## src/rtl/i2c_xfer_seq_pkg.sv

```systemverilog
// i2c_xfer_seq_pkg: i2c_master command codes, sequencer state encoding and response codes.
package i2c_xfer_seq_pkg;
    localparam logic [2:0] START_CMD   = 3'b000;
    localparam logic [2:0] WR_CMD      = 3'b001;
    localparam logic [2:0] RD_CMD      = 3'b010;
    localparam logic [2:0] STOP_CMD    = 3'b011;
    localparam logic [2:0] RESTART_CMD = 3'b100;

    // Each W_x state directly follows its ISS_x state in this encoding.
    localparam logic [3:0] S_IDLE      = 4'd0;
    localparam logic [3:0] S_ISS_START = 4'd1;
    localparam logic [3:0] S_W_START   = 4'd2;
    localparam logic [3:0] S_ISS_HDR   = 4'd3;
    localparam logic [3:0] S_W_HDR     = 4'd4;
    localparam logic [3:0] S_ISS_DATA  = 4'd5;
    localparam logic [3:0] S_W_DATA    = 4'd6;
    localparam logic [3:0] S_ISS_STOP  = 4'd7;
    localparam logic [3:0] S_W_STOP    = 4'd8;
    localparam logic [3:0] S_RESP      = 4'd9;

    localparam logic [1:0] ERR_OK        = 2'b00;
    localparam logic [1:0] ERR_NACK_HDR  = 2'b01;
    localparam logic [1:0] ERR_NACK_DATA = 2'b10;
    localparam logic [1:0] ERR_TIMEOUT   = 2'b11;
endpackage

```

## src/rtl/i2c_xfer_seq_wdog.sv

```systemverilog
// i2c_seq_wdog: per-operation watchdog; expire_o rises on the TIMEOUT_CYC-th enabled cycle since clear.
module i2c_seq_wdog #(
    parameter logic [19:0] TIMEOUT_CYC = 20'd200000
) (
    input  logic clk,
    input  logic reset,
    input  logic clr_i,
    input  logic en_i,
    output logic expire_o
);
    logic [19:0] cnt_q;

    // Cycle counter, restarted on every sequencer state change.
    always_ff @(posedge clk)
        if (!reset || clr_i) cnt_q <= '0;
        else if (en_i) cnt_q <= cnt_q + 20'd1;

    assign expire_o = en_i && (cnt_q == TIMEOUT_CYC - 20'd1);
endmodule

```

## src/rtl/i2c_xfer_seq.sv

```systemverilog
// i2c_xfer_seq: one register-access transaction (START, header, data, STOP) driven onto i2c_master.
// Optional I2C_SEQ_RETRY_EN: retry header NACKs up to MAX_RETRY times before reporting them.
module i2c_xfer_seq
    import i2c_xfer_seq_pkg::*;
#(
    parameter logic [15:0] DVSR        = 16'd125,
    parameter logic [19:0] TIMEOUT_CYC = 20'd200000
`ifdef I2C_SEQ_RETRY_EN
    ,
    parameter int          MAX_RETRY   = 2
`endif
) (
    input  logic        clk,
    input  logic        reset,
    input  logic        req_valid,
    output logic        req_ready,
    input  logic        req_rw,
    input  logic [6:0]  req_addr,
    input  logic [7:0]  req_reg,
    input  logic [15:0] req_wdata,
    output logic        rsp_valid,
    output logic [1:0]  rsp_err,
    output logic [15:0] rsp_rdata,
    output logic        busy,
    output logic [2:0]  m_cmd,
    output logic [15:0] m_din,
    output logic        m_wr_i2c,
    output logic [15:0] m_dvsr,
    input  logic        m_ready,
    input  logic        m_done_tick,
    input  logic        m_ack,
    input  logic [15:0] m_dout
);
    logic [3:0]  state_q, state_d;
    logic        rw_q, rw_d;
    logic [6:0]  addr_q, addr_d;
    logic [7:0]  reg_q, reg_d;
    logic [15:0] wdata_q, wdata_d, rdata_q, rdata_d, din_q, din_d;
    logic [1:0]  err_q, err_d;
    logic [2:0]  cmd_q, cmd_d;
    logic        wr_q, wr_d;
    logic        expire;
`ifdef I2C_SEQ_RETRY_EN
    logic [3:0]  retry_q, retry_d;
`endif

    i2c_seq_wdog #(.TIMEOUT_CYC(TIMEOUT_CYC)) u_wdog (
        .clk      (clk),
        .reset    (reset),
        .clr_i    (state_d != state_q),
        .en_i     (state_q != S_IDLE && state_q != S_RESP),
        .expire_o (expire)
    );

    // Next-state logic; wr_q is high only in the first W_x cycle, where the master's ready is still stale.
    always_comb begin
        state_d = state_q;
        rw_d    = rw_q;
        addr_d  = addr_q;
        reg_d   = reg_q;
        wdata_d = wdata_q;
        rdata_d = rdata_q;
        err_d   = err_q;
        cmd_d   = cmd_q;
        din_d   = din_q;
        wr_d    = 1'b0;
`ifdef I2C_SEQ_RETRY_EN
        retry_d = retry_q;
`endif
        case (state_q)
            S_IDLE: if (req_valid) begin
                state_d = S_ISS_START;
                rw_d    = req_rw;
                addr_d  = req_addr;
                reg_d   = req_reg;
                wdata_d = req_wdata;
                rdata_d = '0;
                err_d   = ERR_OK;
`ifdef I2C_SEQ_RETRY_EN
                retry_d = '0;
`endif
            end
            S_ISS_START, S_ISS_HDR, S_ISS_DATA, S_ISS_STOP: if (m_ready) begin
                state_d = state_q + 4'd1;
                wr_d    = 1'b1;
                cmd_d   = state_q == S_ISS_START ? START_CMD :
                          state_q == S_ISS_STOP  ? STOP_CMD  :
                          (state_q == S_ISS_DATA && rw_q) ? RD_CMD : WR_CMD;
                din_d   = state_q == S_ISS_HDR  ? {addr_q, rw_q, reg_q} :
                          state_q == S_ISS_DATA ? (rw_q ? 16'h0001 : wdata_q) : 16'h0000;
            end
            S_W_START: if (m_ready && !wr_q) state_d = S_ISS_HDR;
            S_W_HDR: if (m_done_tick) begin
                state_d = m_ack ? S_ISS_STOP : S_ISS_DATA;
                err_d   = m_ack ? ERR_NACK_HDR : err_q;
            end
            S_W_DATA: if (m_done_tick) begin
                state_d = S_ISS_STOP;
                rdata_d = rw_q ? m_dout : rdata_q;
                err_d   = (!rw_q && m_ack) ? ERR_NACK_DATA : err_q;
            end
            S_W_STOP: if (m_ready && !wr_q) begin
                state_d = S_RESP;
`ifdef I2C_SEQ_RETRY_EN
                if (err_q == ERR_NACK_HDR && retry_q < 4'(MAX_RETRY)) begin
                    state_d = S_ISS_START;
                    err_d   = ERR_OK;
                    retry_d = retry_q + 4'd1;
                end
`endif
            end
            default: state_d = S_IDLE;
        endcase
        if (expire) begin
            state_d = S_RESP;
            wr_d    = 1'b0;
            err_d   = err_q == ERR_OK ? ERR_TIMEOUT : err_q;
        end
    end

    // State and output registers with synchronous active-low reset.
    always_ff @(posedge clk) begin
        if (!reset) begin
            state_q <= S_IDLE;
            rw_q    <= 1'b0;
            addr_q  <= '0;
            reg_q   <= '0;
            wdata_q <= '0;
            rdata_q <= '0;
            err_q   <= ERR_OK;
            cmd_q   <= '0;
            din_q   <= '0;
            wr_q    <= 1'b0;
`ifdef I2C_SEQ_RETRY_EN
            retry_q <= '0;
`endif
        end else begin
            state_q <= state_d;
            rw_q    <= rw_d;
            addr_q  <= addr_d;
            reg_q   <= reg_d;
            wdata_q <= wdata_d;
            rdata_q <= rdata_d;
            err_q   <= err_d;
            cmd_q   <= cmd_d;
            din_q   <= din_d;
            wr_q    <= wr_d;
`ifdef I2C_SEQ_RETRY_EN
            retry_q <= retry_d;
`endif
        end
    end

    assign req_ready = state_q == S_IDLE;
    assign busy      = !req_ready;
    assign rsp_valid = state_q == S_RESP;
    assign rsp_err   = err_q;
    assign rsp_rdata = (rsp_valid && rw_q && err_q == ERR_OK) ? rdata_q : '0;
    assign m_cmd     = cmd_q;
    assign m_din     = din_q;
    assign m_wr_i2c  = wr_q;
    assign m_dvsr    = DVSR;
endmodule

```

## config.mk

```make
export PLATFORM = sky130hd
export DESIGN_NAME = i2c_xfer_seq
export DESIGN_NICKNAME = d
export VERILOG_FILES = /design/src/rtl/i2c_xfer_seq_pkg.sv /design/src/rtl/i2c_xfer_seq_wdog.sv /design/src/rtl/i2c_xfer_seq.sv
export SDC_FILE = /design/constraint.sdc
export NUM_CORES = 1
export LEC_CHECK = 0
export ABC_CLOCK_PERIOD_IN_PS = 4900
export BUFFER_PORTS_ARGS = -buffer_cell sky130_fd_sc_hd__buf_2
export CAP_MARGIN = 20
export CORE_UTILIZATION = 57
export DETAILED_ROUTE_END_ITERATION = 10
export MAX_ROUTING_LAYER = met4
export PLACE_DENSITY = 0.91
export SYNTH_ARGS = -nofsm -noshare
export SYNTH_HDL_FRONTEND = slang
export SYNTH_SLANG_ARGS = --single-unit
export TNS_END_PERCENT = 5
```

## constraint.sdc

```tcl
create_clock -name clk -period 4.9 [get_ports clk]
set_input_delay 0.245 -clock clk [delete_from_list [all_inputs] [get_ports clk]]
set_output_delay 0.245 -clock clk [all_outputs]
set_load 0.03 [all_outputs]
```

# == Yosys cells after proc, flatten, opt, wreduce, memory -nomap -nowiden ==
# Cells that the tools add are included.
# word_totals
register_bits,94
inputBits,54
output_inout_bits,57
word_cells,88
# classes
add_sub_neg,2
n_eq_ne,21
muxes,29
bitwise,2
reduce_logical,23
# ops
op,n
2-to-1 mux 16 bit,7
one-hot mux 16 bit (2 select lines),1
2-to-1 mux 4 bit,7
one-hot mux 4 bit (6 select lines),1
2-to-1 mux 2 bit,11
adder 20 x 1 -> 20 bit (second input constant),1
== test 20 x 18 -> 1 bit (second input constant),1
== test 4 x 3 -> 1 bit (second input constant),4
!= test 3 bit (second input constant),4
== test 4 x 2 -> 1 bit (second input constant),2
== test 4 bit (second input constant),2
nonzero test 4 bit,2
logical AND 1 bit,7
AND reduction 7 bit,1
!= test 2 bit (second input constant),3
one-hot mux 2 bit (3 select lines),1
adder 4 x 1 -> 4 bit (second input constant),1
== test 4 x 1 -> 1 bit (second input constant),1
logical NOT 1 bit,4
logical NOT 4 bit,1
!= test 4 bit,1
!= test 4 bit (second input constant),1
AND reduction 2 bit,2
AND reduction 4 bit,1
9 further kinds,10

# == Longest topological paths before layout ==
# Gate-level depths: netlist of the first run.
# logic_depth
depth_word,7
mapped_depth,11

# == Cells and area by module ==
# From an unflattened synthesis of the first run, not the netlist that was laid out.
# hier_totals
cells_unflattened,531
hier_area_um2,4519.3
# modules_own_cells
mod,instances,cells_each,area_each_um2,seq_area_each_um2
i2c_xfer_seq,1,420,3562.2,1461.4
i2c_seq_wdog,1,111,957.2,400.4

# == Worst setup path after synthesis of the first run ==
# OpenSTA, ideal clock, no wires.
# synth_path
path_type,reg2reg
start,reg state_q[1]
end,reg u_wdog.cnt_q[10]
t_arrival_ps,2453
required_time_ps,4775
setup_slack_ps,2322
path_stages_with_launch,11
n_path_buf,2
synth_period_minus_slack_ps,2578
cell_sequence,dfxtp_1 > clkbuf_1 > inv_1 > ha_1 > mux2i_2 > o2111ai_4 > or4_4 > a41o_1 > nand3_2 > buf_12 > nor3b_2
# synth_between
elab_chain_len,6
elab_cells_between_ends,25
# synth_lines
element,line,source
from (decl),i2c_xfer_seq.sv:34,"logic [3:0] state_q, state_d;"
from (signal assigned),i2c_xfer_seq.sv:138,state_q <= state_d;
adder 4 x 1 -> 4 bit (tied with other cells),i2c_xfer_seq.sv:84,state_d = state_q + 4'd1;
2-to-1 mux 4 bit (tied with other cells),i2c_xfer_seq.sv:83,"S_ISS_START, S_ISS_HDR, S_ISS_DATA, S_ISS_STOP: if (m_ready) begin"
one-hot mux 4 bit (6 select lines) / logical AND 1 bit (equally long branches),"i2c_xfer_seq.sv:70, i2c_xfer_seq_wdog.sv:18",
2-to-1 mux 4 bit,i2c_xfer_seq.sv:114,if (expire) begin
!= test 4 bit,i2c_xfer_seq.sv:50,".clr_i (state_d != state_q),"
logical OR 1 bit,i2c_xfer_seq_wdog.sv:15,if (!reset || clr_i) cnt_q <= '0;
to (signal assigned),i2c_xfer_seq_wdog.sv:16,else if (en_i) cnt_q <= cnt_q + 20'd1;
to (decl),i2c_xfer_seq_wdog.sv:11,logic [19:0] cnt_q;
# Several ways; a longest one is shown, not always the timed one.
# A chain may end at the register's enable or synchronous reset.

# == Final worst setup path of the first run ==
# layout_path
start,reg state_q[1]
end,reg u_wdog.cnt_q[0]
# Same word-level chain as after synthesis.

==> run summary, run 1 <==
WP data arrival - 3.52 ns
Root Buffer - clkbuf_8
GRT Total Usage - 28.4%
Critical Path Start Type - register
Max stage delay on crit path - 0.62 ns
sequential power share - 50.1%
Comb pwr share - 21.5%
Die Ht - 90.3 um
Design Area, Final - 0.00505 mm2
Critical Path RT - 5.13 ns
Initial DRT Pass Iterations - 5
TritonCTS Buffers - 9
max-slew violations - 0
outcome - finished clean
critical path type - reg -> reg
Post-synth top flop - dfxtp_1
period utilization - 67.2%
reg-to-reg endpoint - u_wdog.cnt_q[0]
slowest CP cell - o21ai_2
hold-fix buffers at CTS - 0
Port Buf Inserts - 93
Avg Inst Size Synth - 8.42 um2
worst hold stages - 3
Critical Path Sink Type - register
unrepaired setup endpoints after global routing - no
DRC - 0
DRT Wirelength - 11000 um
final net count - 658
FF-to-FF setup slack - 1.61 ns
min cycle time layout - 3.29 ns
CTS HTree Levels - 3
Initial Util - 60.0%
area share of the largest cell type after synthesis - 41.9%
GRT overflow - 0
crit-path cells - inv_1 > ha_1 > mux2i_2 > o2111ai_4 > nor4_4 > a2111oi_0 > o21ai_2 > buf_8 > nor3_2
post-DP HPWL - 7350 um
Hold Path Sink - wdata_q[12]
post-CTS sizing - 0
Worst Tran Pin Value - 1.06 ns
DP Area - 0.00484 mm2
Crit path buffers/inverters - 2
hold_sp - req_wdata[12]
Syn. warnings - 0
largest net degree at the start of global routing - 69
area of the core - 0.00741 mm2
switching power - 0.560 mW
Max Fclk - 304 MHz
Site Rows - 31
number of synthesized register bits - 93
diode count - 0
# setup viols final - 0
antenna violations before repair - 0
Final Hold Violating Endpoints - 0
Post-synth EDFFs - 0
Worst Path Max Fanout - 13
worst hold slack - 0.114 ns
synthesized area - 0.00445 mm2
reg2reg start - state_q[1]
gp weighted congestion - 0.960
clk sinks - 93
I/O Pins - 111
top-count cell post-synth - dfxtp_1
Distinct cells, synth - 58
Starting DRT DRC Count - 515
DR WL/cell - 15.7 um
die width - 90.3 um
DRT antenna net count - 0
slew margin rel. - 29.0%
pwr/cell area - 329 mW/mm2
synth-to-layout area growth - 13.5%
Cells after Synth - 528
postcts setup bufs - 0
first-pass GRT wire length - 18300 um
clk_skew - 0.0120 ns
cell internal pwr - 1.10 mW
vias in the first global route - 3853
register area share after synthesis - 41.9%
Synth top cells by count - 93 x dfxtp_1, 81 x nand2_1, 53 x nor2_1
CP top delay family - compound AO/OA/AOI/OAI gates
reg2reg path depth - 9
DR vias/cell - 5.78
Sw Share - 33.8%
CTS tree - yes
Max Root-Sink Buffers - 2
Placed Cells incl. Taps - 685
Worst-Skew Late Latency - 0.37 ns
most area-consuming cells after synthesis - dfxtp_1 42%, nand2_1 6.8%, nor2_1 4.5%, a21oi_1 4.2%, nor3_2 4.1%
worst hold path class - in -> reg
number of max-cap violations - 0
Worst-path clk slew - 0.10 ns
via count - 4060
largest area contributor in the netlist - dfxtp_1
fin cells - 703
layout cell share with drive strength beyond 1 - 24.2%
maximum vdd drop - 227 uV
Final TNS setup - 0 ns
Clock power frac - 28.4%
reported leakage power - 2.02 nW
ys async rst share - 0%
DIE AREA - 0.00816 mm2
## logic make-up (layout without fill, tap and decap cells)
| logic type | Yosys count | after routing | synth area share, % |
|---|---|---|---|
| compound gates | 101 | 101 | 15.9 |
| xor+xnor | 20 | 20 | 3.94 |
| fa+ha+maj | 5 | 5 | 1.41 |
| buf+inv | 65 | 126 | 7.82 |
| flops | 93 | 93 | 41.9 |
| mux | 4 | 4 | 1.01 |
| other cells | 2 | 17 | 0.169 |
| simple gates | 238 | 238 | 27.8 |
## metrics by stage
step	setup slack (ns)	power (mW)	utilization [%]
5_1_grt	1.44	1.73	68.1
3_3_place_gp	1.64	1.17	65.1
6_report	1.61	1.66	68.1
2_1_floorplan	2.32	1.12	-
4_1_cts	1.73	1.65	67.6
3_5_place_dp	1.75	1.19	65.3
## placed cells by master, fill, tap and decap left out, drive strengths merged, types with 3 or more instances in the layout
cell type | synthesis | final
ha | 5 | 5
o21ai | 7 | 7
conb | 2 | 17
inv | 11 | 13
and2 | 20 | 20
clkbuf | 28 | 10
a22oi | 17 | 17
buf | 26 | 99
and3 | 5 | 5
nor4 | 7 | 7
nor3 | 42 | 42
a221oi | 15 | 15
dfxtp | 93 | 93
a31oi | 3 | 3
nor4b | 3 | 3
xor2 | 5 | 5
nor2 | 53 | 53
o21a | 3 | 3
nand4 | 4 | 4
a21oi | 37 | 37
xnor2 | 15 | 15
nand3 | 8 | 8
o211ai | 3 | 3
nand3b | 3 | 3
nand2 | 81 | 81
mux2i | 3 | 3
## flip-flops by register name (all words and copies together), names as in the netlist
name	cells
addr_q	7
m_cmd	2
m_din	16
m_wr_i2c	1
rdata_q	16
reg_q	8
rsp_err	2
rw_q	1
state_q	4
u_wdog.cnt_q	20
wdata_q	16
## power groups by stage
stage	combinational (mW)	clock (mW)	sequential [mW]
6_report	0.356	0.472	0.831
5_1_grt	0.389	0.508	0.836
4_1_cts	0.347	0.475	0.830
3_5_place_dp	0.345	0	0.848
3_3_place_gp	0.329	0	0.845
2_1_floorplan	0.241	0	0.876
## worst max-delay path by stage
| stage | end | cells after the start | startpoint | slack [ns] |
|---|---|---|---|---|
| 5_1_grt | u_wdog.cnt_q[19] | 9 | state_q[1] | 1.44 |
| 2_1_floorplan | u_wdog.cnt_q[10] | 10 | state_q[1] | 2.32 |
| 3_3_place_gp | u_wdog.cnt_q[16] | 8 | state_q[1] | 1.64 |
| 4_1_cts | u_wdog.cnt_q[0] | 9 | state_q[1] | 1.73 |
| 6_report | u_wdog.cnt_q[0] | 9 | state_q[1] | 1.61 |
| 3_5_place_dp | u_wdog.cnt_q[0] | 9 | state_q[1] | 1.75 |
## area by class of cell
class | instances | area [um2]
Sequential cell | 93 | 1860
Multi-Input combinational cell | 385 | 2310
Clock inverter | 6 | 46.3
Timing Repair Buffer | 99 | 538
Clock buffer | 10 | 128
Fill cell | 597 | 2360
Inverter | 11 | 41.3
Tap cell | 99 | 124
## metal layers
layer  GRT usage (%)  part of all wire (%)  routed length (um)  vias to the layer above
li1                -                     -                   -                     1950
met1            34.5                    42                4640                     1895
met2            46.6                    49                5400                      189
met3            5.64                   6.9                 759                       26
met4            10.9                   2.0                 225                        0
met5               -                     0                   0                        -
## worst register-to-register path, cell delays in order (launching register included)
cell and delay (ns):
dfxtp_1 0.54, inv_1 0.12, ha_1 0.36, mux2i_2 0.37
o2111ai_4 0.19, nor4_4 0.47, a2111oi_0 0.18, o21ai_2 0.62
buf_8 0.25, nor3_2 0.06
No activity file was read; power rests on OpenSTA's default activity.
==> run 2, diff against run 1 <==
--- a/config.mk
+++ b/config.mk
@@ -5,13 +5,13 @@
 export SDC_FILE = /design/constraint.sdc
 export NUM_CORES = 1
 export LEC_CHECK = 0
-export ABC_CLOCK_PERIOD_IN_PS = 4900
+export ABC_CLOCK_PERIOD_IN_PS = 3250
 export BUFFER_PORTS_ARGS = -buffer_cell sky130_fd_sc_hd__buf_2
 export CAP_MARGIN = 20
-export CORE_UTILIZATION = 57
+export CORE_UTILIZATION = 53
 export DETAILED_ROUTE_END_ITERATION = 10
 export MAX_ROUTING_LAYER = met4
-export PLACE_DENSITY = 0.91
+export PLACE_DENSITY = 0.86
 export SYNTH_ARGS = -nofsm -noshare
 export SYNTH_HDL_FRONTEND = slang
 export SYNTH_SLANG_ARGS = --single-unit
==> constraint.sdc (replaced) <==
create_clock -name clk -period 3.25 [get_ports clk]
set_input_delay 0.1625 -clock clk [delete_from_list [all_inputs] [get_ports clk]]
set_output_delay 0.1625 -clock clk [all_outputs]
set_load 0.03 [all_outputs]
==> run summary, run 2 (synthesis gave the netlist of run 1 again) <==
clk sinks - 93 (unchanged)
Final TNS setup - 0 ns (unchanged)
Sw Share - 31.8% (-2.0 points)
reported leakage power - 2.08 nW (+2.6%)
DR WL/cell - 15.1 um (-3.5%)
worst hold path class - in -> reg
Hold Path Sink - wdata_q[6]
Seq. cell area - 0.00186 mm2 (unchanged)
hold-fix buffers at CTS - 0 (unchanged)
period utilization - 90.7% (+24 points)
most frequent cells in the layout - 93 x dfxtp_1, 93 x buf_2, 81 x nand2_1, 53 x nor2_1, 37 x a21oi_1
Starting DRT DRC Count - 317 (-38%)
first-pass GRT wire length - 17700 um (-3.6%)
DIE AREA - 0.00876 mm2 (+7.4%)
critical path type - reg -> reg
Max Root-Sink Buffers - 2 (unchanged)
slew margin rel. - 36.7% (+7.7 points)
DRT antenna net count - 0 (unchanged)
# setup viols final - 0 (unchanged)
final net count - 663 (+0.76%)
area of the multi-input gates - 0.00231 mm2 (unchanged)
Comb pwr share - 20.1% (-1.4 points)
TritonCTS Buffers - 9 (unchanged)
diode count - 0 (unchanged)
Critical Path Sink Type - register
reg2reg start - state_q[1]
Site Rows - 33 (+6.5%)
post-DP HPWL - 7400 um (+0.78%)
hold_sp - req_wdata[6]
clk_skew - 0.00873 ns (-0.00323 ns)
GRT Total Usage - 26.2% (-2.2 points)
switching power - 0.851 mW (+52%)
reg2reg path depth - 9 (unchanged)
Port Buf Inserts - 93 (unchanged)
number of max-cap violations - 0 (unchanged)
number of flip-flops in the largest register - 20 (unchanged)
Initial Util - 54.4% (-5.6 points)
area of the core - 0.00818 mm2 (+10%)
min cycle time layout - 2.95 ns (-0.343 ns)
synth-to-layout area growth - 15.7%
Clock power frac - 33.0% (+4.6 points)
DRT Wirelength - 10800 um (-1.9%)
sequential power share - 46.9% (-3.2 points)
via count - 4071 (+0.27%)
reg-to-reg endpoint - u_wdog.cnt_q[10]
Die Ht - 93.6 um (+3.6%)
pwr/cell area - 521 mW/mm2 (+58%)
die width - 93.6 um (+3.6%)
antenna violations before repair - 0 (unchanged)
Worst-Skew Late Latency - 0.37 ns (about the same)
worst hold stages - 3 (unchanged)
post-CTS sizing - 0 (unchanged)
Initial DRT Pass Iterations - 5 (unchanged)
Worst Path Max Fanout - 20 (+7)
Most flops, register - u_wdog.cnt_q
Critical Path Start Type - register
unrepaired setup endpoints after global routing - no
largest net degree at the start of global routing - 69 (unchanged)
pre-CTS setup slack - 0.377 ns (-1.37 ns)
gp weighted congestion - 0.922 (-3.9%)
CTS tree - yes
maximum vdd drop - 369 uV (+63%)
layout cell share with drive strength beyond 1 - 25.0% (+0.79 points)
WP data arrival - 3.20 ns (-0.32 ns)
outcome - finished clean
max-slew violations - 0 (unchanged)
postcts setup bufs - 0 (unchanged)
Final Hold Violating Endpoints - 0 (unchanged)
cell internal pwr - 1.83 mW (+66%)
I/O Pins - 111 (unchanged)
Root Buffer - clkbuf_8
fin cells - 714 (+1.6%)
Worst-path clk slew - 0.10 ns (about the same)
CTS HTree Levels - 3 (unchanged)
vias in the first global route - 3822 (-0.80%)
Max Fclk - 339 MHz (+12%)
Fillers - 705 (+18%)
Placed Cells incl. Taps - 697 (+1.8%)
FF-to-FF setup slack - 0.30 ns (-1.31 ns)
Critical Path RT - 3.50 ns (-1.63 ns)
GRT overflow - 0 (unchanged)
worst setup margin - 0.301 ns (-1.31 ns)
DRC - 0 (unchanged)
Worst Tran Pin Value - 0.948 ns (-0.115 ns)
DR vias/cell - 5.70 (-1.3%)
## run 2: cell types whose count changed in the layout (fill, tap and decap cells not counted), sizes merged
| cell | change |
|---|---|
| clkinv | -2 |
| inv | +2 |
| clkbuf | -1 |
| bufinv | +2 |
| buf | +5 |
| clkinvlp | -1 |
## run 2: metal layers
layer	GRT usage (%)	part of all wire, %	vias up	wire, um
li1	-	-	1950	-
met1	32.3	44	1962	4710
met2	42.0	49	144	5310
met3	5.28	5.8	15	629
met4	11.0	1.4	0	156
met5	-	0	-	0
## run 2: power by group through the flow
stage / clock, mW / sequential (mW) / combinational, mW
after floorplan: 0 / 1.32 / 0.363
after global placement: 0 / 1.28 / 0.518
after detailed placement: 0 / 1.28 / 0.532
after CTS: 0.904 / 1.25 / 0.533
after global routing: 0.945 / 1.26 / 0.589
final: 0.885 / 1.26 / 0.539
## run 2: area by class of cell
type	count	area share, %
tap	105	2.55
timing repair buffer	104	11.1
clock buffer	9	2.41
clock inverter	7	2.04
sequential	93	36.2
inverter	11	0.803
multi-input combinational	385	44.9
## run 2: per-stage QoR
stage               power (mW)  area (um2)  hold WS (ns)  utilization [%]
floorplan                 1.68        4500         0.298                -
CTS                       2.69        5120       0.00279             62.7
global route              2.80        5140        0.0129             62.9
finish                    2.68        5140        0.0181             62.9
detailed placement        1.81        4890         0.408             59.9
global placement          1.79        4890         0.403             59.9
## run 2: how the worst max path moves through the flow
| stage | end | cells past startpoint | slack, ns | startpoint |
|---|---|---|---|---|
| after detailed placement | u_wdog.cnt_q[17] | 9 | 0.38 | state_q[1] |
| after floorplan | u_wdog.cnt_q[10] | 10 | 0.67 | state_q[1] |
| after CTS | u_wdog.cnt_q[10] | 9 | 0.35 | state_q[1] |
| final | u_wdog.cnt_q[10] | 9 | 0.30 | state_q[1] |
| after global routing | u_wdog.cnt_q[10] | 9 | 0.04 | state_q[1] |
| after global placement | u_wdog.cnt_q[16] | 9 | 0.50 | state_q[1] |
## run 2: critical path, stage by stage (launching register included)
cell and delay [ns]:
dfxtp_1 0.54, inv_1 0.12, ha_1 0.36, mux2i_2 0.38, o2111ai_4 0.20, nor4_4 0.48
a2111oi_0 0.15, o21ai_2 0.17, buf_4 0.34, nor3b_2 0.09
==> run 3, diff against run 2 <==
--- a/config.mk
+++ b/config.mk
@@ -5,13 +5,13 @@
 export SDC_FILE = /design/constraint.sdc
 export NUM_CORES = 1
 export LEC_CHECK = 0
-export ABC_CLOCK_PERIOD_IN_PS = 3250
+export ABC_CLOCK_PERIOD_IN_PS = 3190
 export BUFFER_PORTS_ARGS = -buffer_cell sky130_fd_sc_hd__buf_2
 export CAP_MARGIN = 20
 export CORE_UTILIZATION = 53
 export DETAILED_ROUTE_END_ITERATION = 10
 export MAX_ROUTING_LAYER = met4
-export PLACE_DENSITY = 0.86
+export PLACE_DENSITY = 0.8
 export SYNTH_ARGS = -nofsm -noshare
 export SYNTH_HDL_FRONTEND = slang
 export SYNTH_SLANG_ARGS = --single-unit
==> constraint.sdc (replaced) <==
create_clock -name clk -period 3.19 [get_ports clk]
set_input_delay 0.1595 -clock clk [delete_from_list [all_inputs] [get_ports clk]]
set_output_delay 0.1595 -clock clk [all_outputs]
set_load 0.03 [all_outputs]
==> run summary, run 3 (synthesis gave the netlist of run 1 again) <==
Critical Path Start Type - register
number of flip-flops in the largest register - 20 (unchanged)
WP data arrival - 3.11 ns (-0.09 ns)
Max Fclk - 348 MHz (+2.7%)
Worst-path clk slew - 0.10 ns (about the same)
I/O Pins - 111 (unchanged)
post-CTS sizing - 0 (unchanged)
vias in the first global route - 3637 (-4.8%)
slew margin rel. - 51.6% (+15 points)
clk_skew - 0.00962 ns (+0.000886 ns)
GRT overflow - 0 (unchanged)
Worst Tran Pin Value - 0.725 ns (-0.223 ns)
most frequent cells in the layout - 93 x dfxtp_1, 93 x buf_2, 81 x nand2_1, 53 x nor2_1, 37 x a21oi_1
diode count - 0 (unchanged)
pre-CTS setup slack - 0.377 ns (-0.000212 ns)
Port Buf Inserts - 93 (unchanged)
area of the core - 0.00818 mm2 (unchanged)
Worst Path Max Fanout - 20 (unchanged)
Root Buffer - clkbuf_8
Site Rows - 33 (unchanged)
Die Ht - 93.6 um (unchanged)
max-slew violations - 0 (unchanged)
postcts setup bufs - 0 (unchanged)
pwr/cell area - 518 mW/mm2 (-0.56%)
clk sinks - 93 (unchanged)
final net count - 665 (+0.30%)
DIE AREA - 0.00876 mm2 (unchanged)
largest net degree at the start of global routing - 69 (unchanged)
critical path type - reg -> reg
min cycle time layout - 2.87 ns (-0.0787 ns)
DRT Wirelength - 10700 um (-0.73%)
synth-to-layout area growth - 15.8% (about the same)
outcome - finished clean
Final Core Density - 63.0% (about the same)
Max Root-Sink Buffers - 2 (unchanged)
Critical Path Sink Type - register
CTS tree - yes
Fillers - 725 (+2.8%)
GRT Total Usage - 26.0% (-0.23 points)
hold-fix buffers at CTS - 0 (unchanged)
worst hold path class - in -> reg
layout cell share with drive strength beyond 1 - 25.2% (+0.25 points)
unrepaired setup endpoints after global routing - no
Final TNS setup - 0 ns (unchanged)
Most flops, register - u_wdog.cnt_q
DRC - 0 (unchanged)
DR vias/cell - 5.59 (-1.9%)
Initial Util - 54.4% (unchanged)
via count - 4005 (-1.6%)
Final Hold Violating Endpoints - 0 (unchanged)
gp weighted congestion - 0.854 (-7.4%)
worst setup margin - 0.320 ns (+0.0187 ns)
DRT antenna net count - 0 (unchanged)
antenna violations before repair - 0 (unchanged)
post-DP HPWL - 7210 um (-2.6%)
Critical Path RT - 3.43 ns (-0.07 ns)
period utilization - 90.0% (-0.76 points)
DR WL/cell - 15.0 um (-1.0%)
maximum vdd drop - 480 uV (+30%)
Starting DRT DRC Count - 185 (-42%)
Initial DRT Pass Iterations - 5 (unchanged)
first-pass GRT wire length - 17400 um (-1.4%)
number of max-cap violations - 0 (unchanged)
TritonCTS Buffers - 9 (unchanged)
Worst-Skew Late Latency - 0.36 ns (about the same)
die width - 93.6 um (unchanged)
CTS HTree Levels - 3 (unchanged)
reported leakage power - 2.08 nW (+0.38%)
# setup viols final - 0 (unchanged)
[run 3: path summary, 6_finish.rpt]
| path | end | from | cells past startpoint | slack, ns |
|---|---|---|---|---|
| setup / recovery | u_wdog.cnt_q[4] | state_q[0] | 9 | 0.32 |
| hold / removal | wdata_q[5] | req_wdata[5] | 3 | 0.02 |
| setup reg to reg | u_wdog.cnt_q[4] | state_q[0] | 9 | 0.32 |
| hold reg to reg | reg_q[0] | reg_q[0] | 2 | 0.46 |
[run 3: worst max-delay path, cell delays in order, from the launching register on]
cell and delay, ns:
dfxtp_1 0.47, inv_1 0.13, ha_1 0.38, mux2i_2 0.38, o2111ai_4 0.19, or4_4 0.62, a41o_1 0.24, nand3_2 0.09
buf_12 0.19, nor3_2 0.06
[run 3: where the power goes]
part,internal [mW],switching (mW),total [mW]
Sequential,1.23,0.0438,1.27
Clock,0.397,0.441,0.838
Combinational,0.180,0.376,0.556
Total,1.81,0.861,2.67
[run 3: area by class of cell]
class	count	area (um2)	share of cell area [%]
Multi-Input combinational cell	385	2310	44.8
Sequential cell	93	1860	36.2
Timing Repair Buffer	106	588	11.4
Clock buffer	10	138	2.67
Tap cell	105	131	2.55
Clock inverter	6	81.3	1.58
Inverter	11	41.3	0.802
[run 3: metal layers]
metal | global-route usage, % | wire (um) | up-vias
li1 | - | - | 1957
met1 | 33.1 | 4600 | 1896
met2 | 41.2 | 5310 | 136
met3 | 4.96 | 616 | 16
met4 | 9.49 | 207 | 0
met5 | - | 0 | -
[run 3: through the flow]
step	power (mW)	cells	cell area (um2)	hold slack, ns
floorplan	1.72	543	4500	0.295
global route	2.79	716	5150	0.0116
global placement	1.83	698	4900	0.400
detailed placement	1.85	698	4900	0.405
finish	2.67	716	5150	0.0193
CTS	2.68	714	5120	0.0107
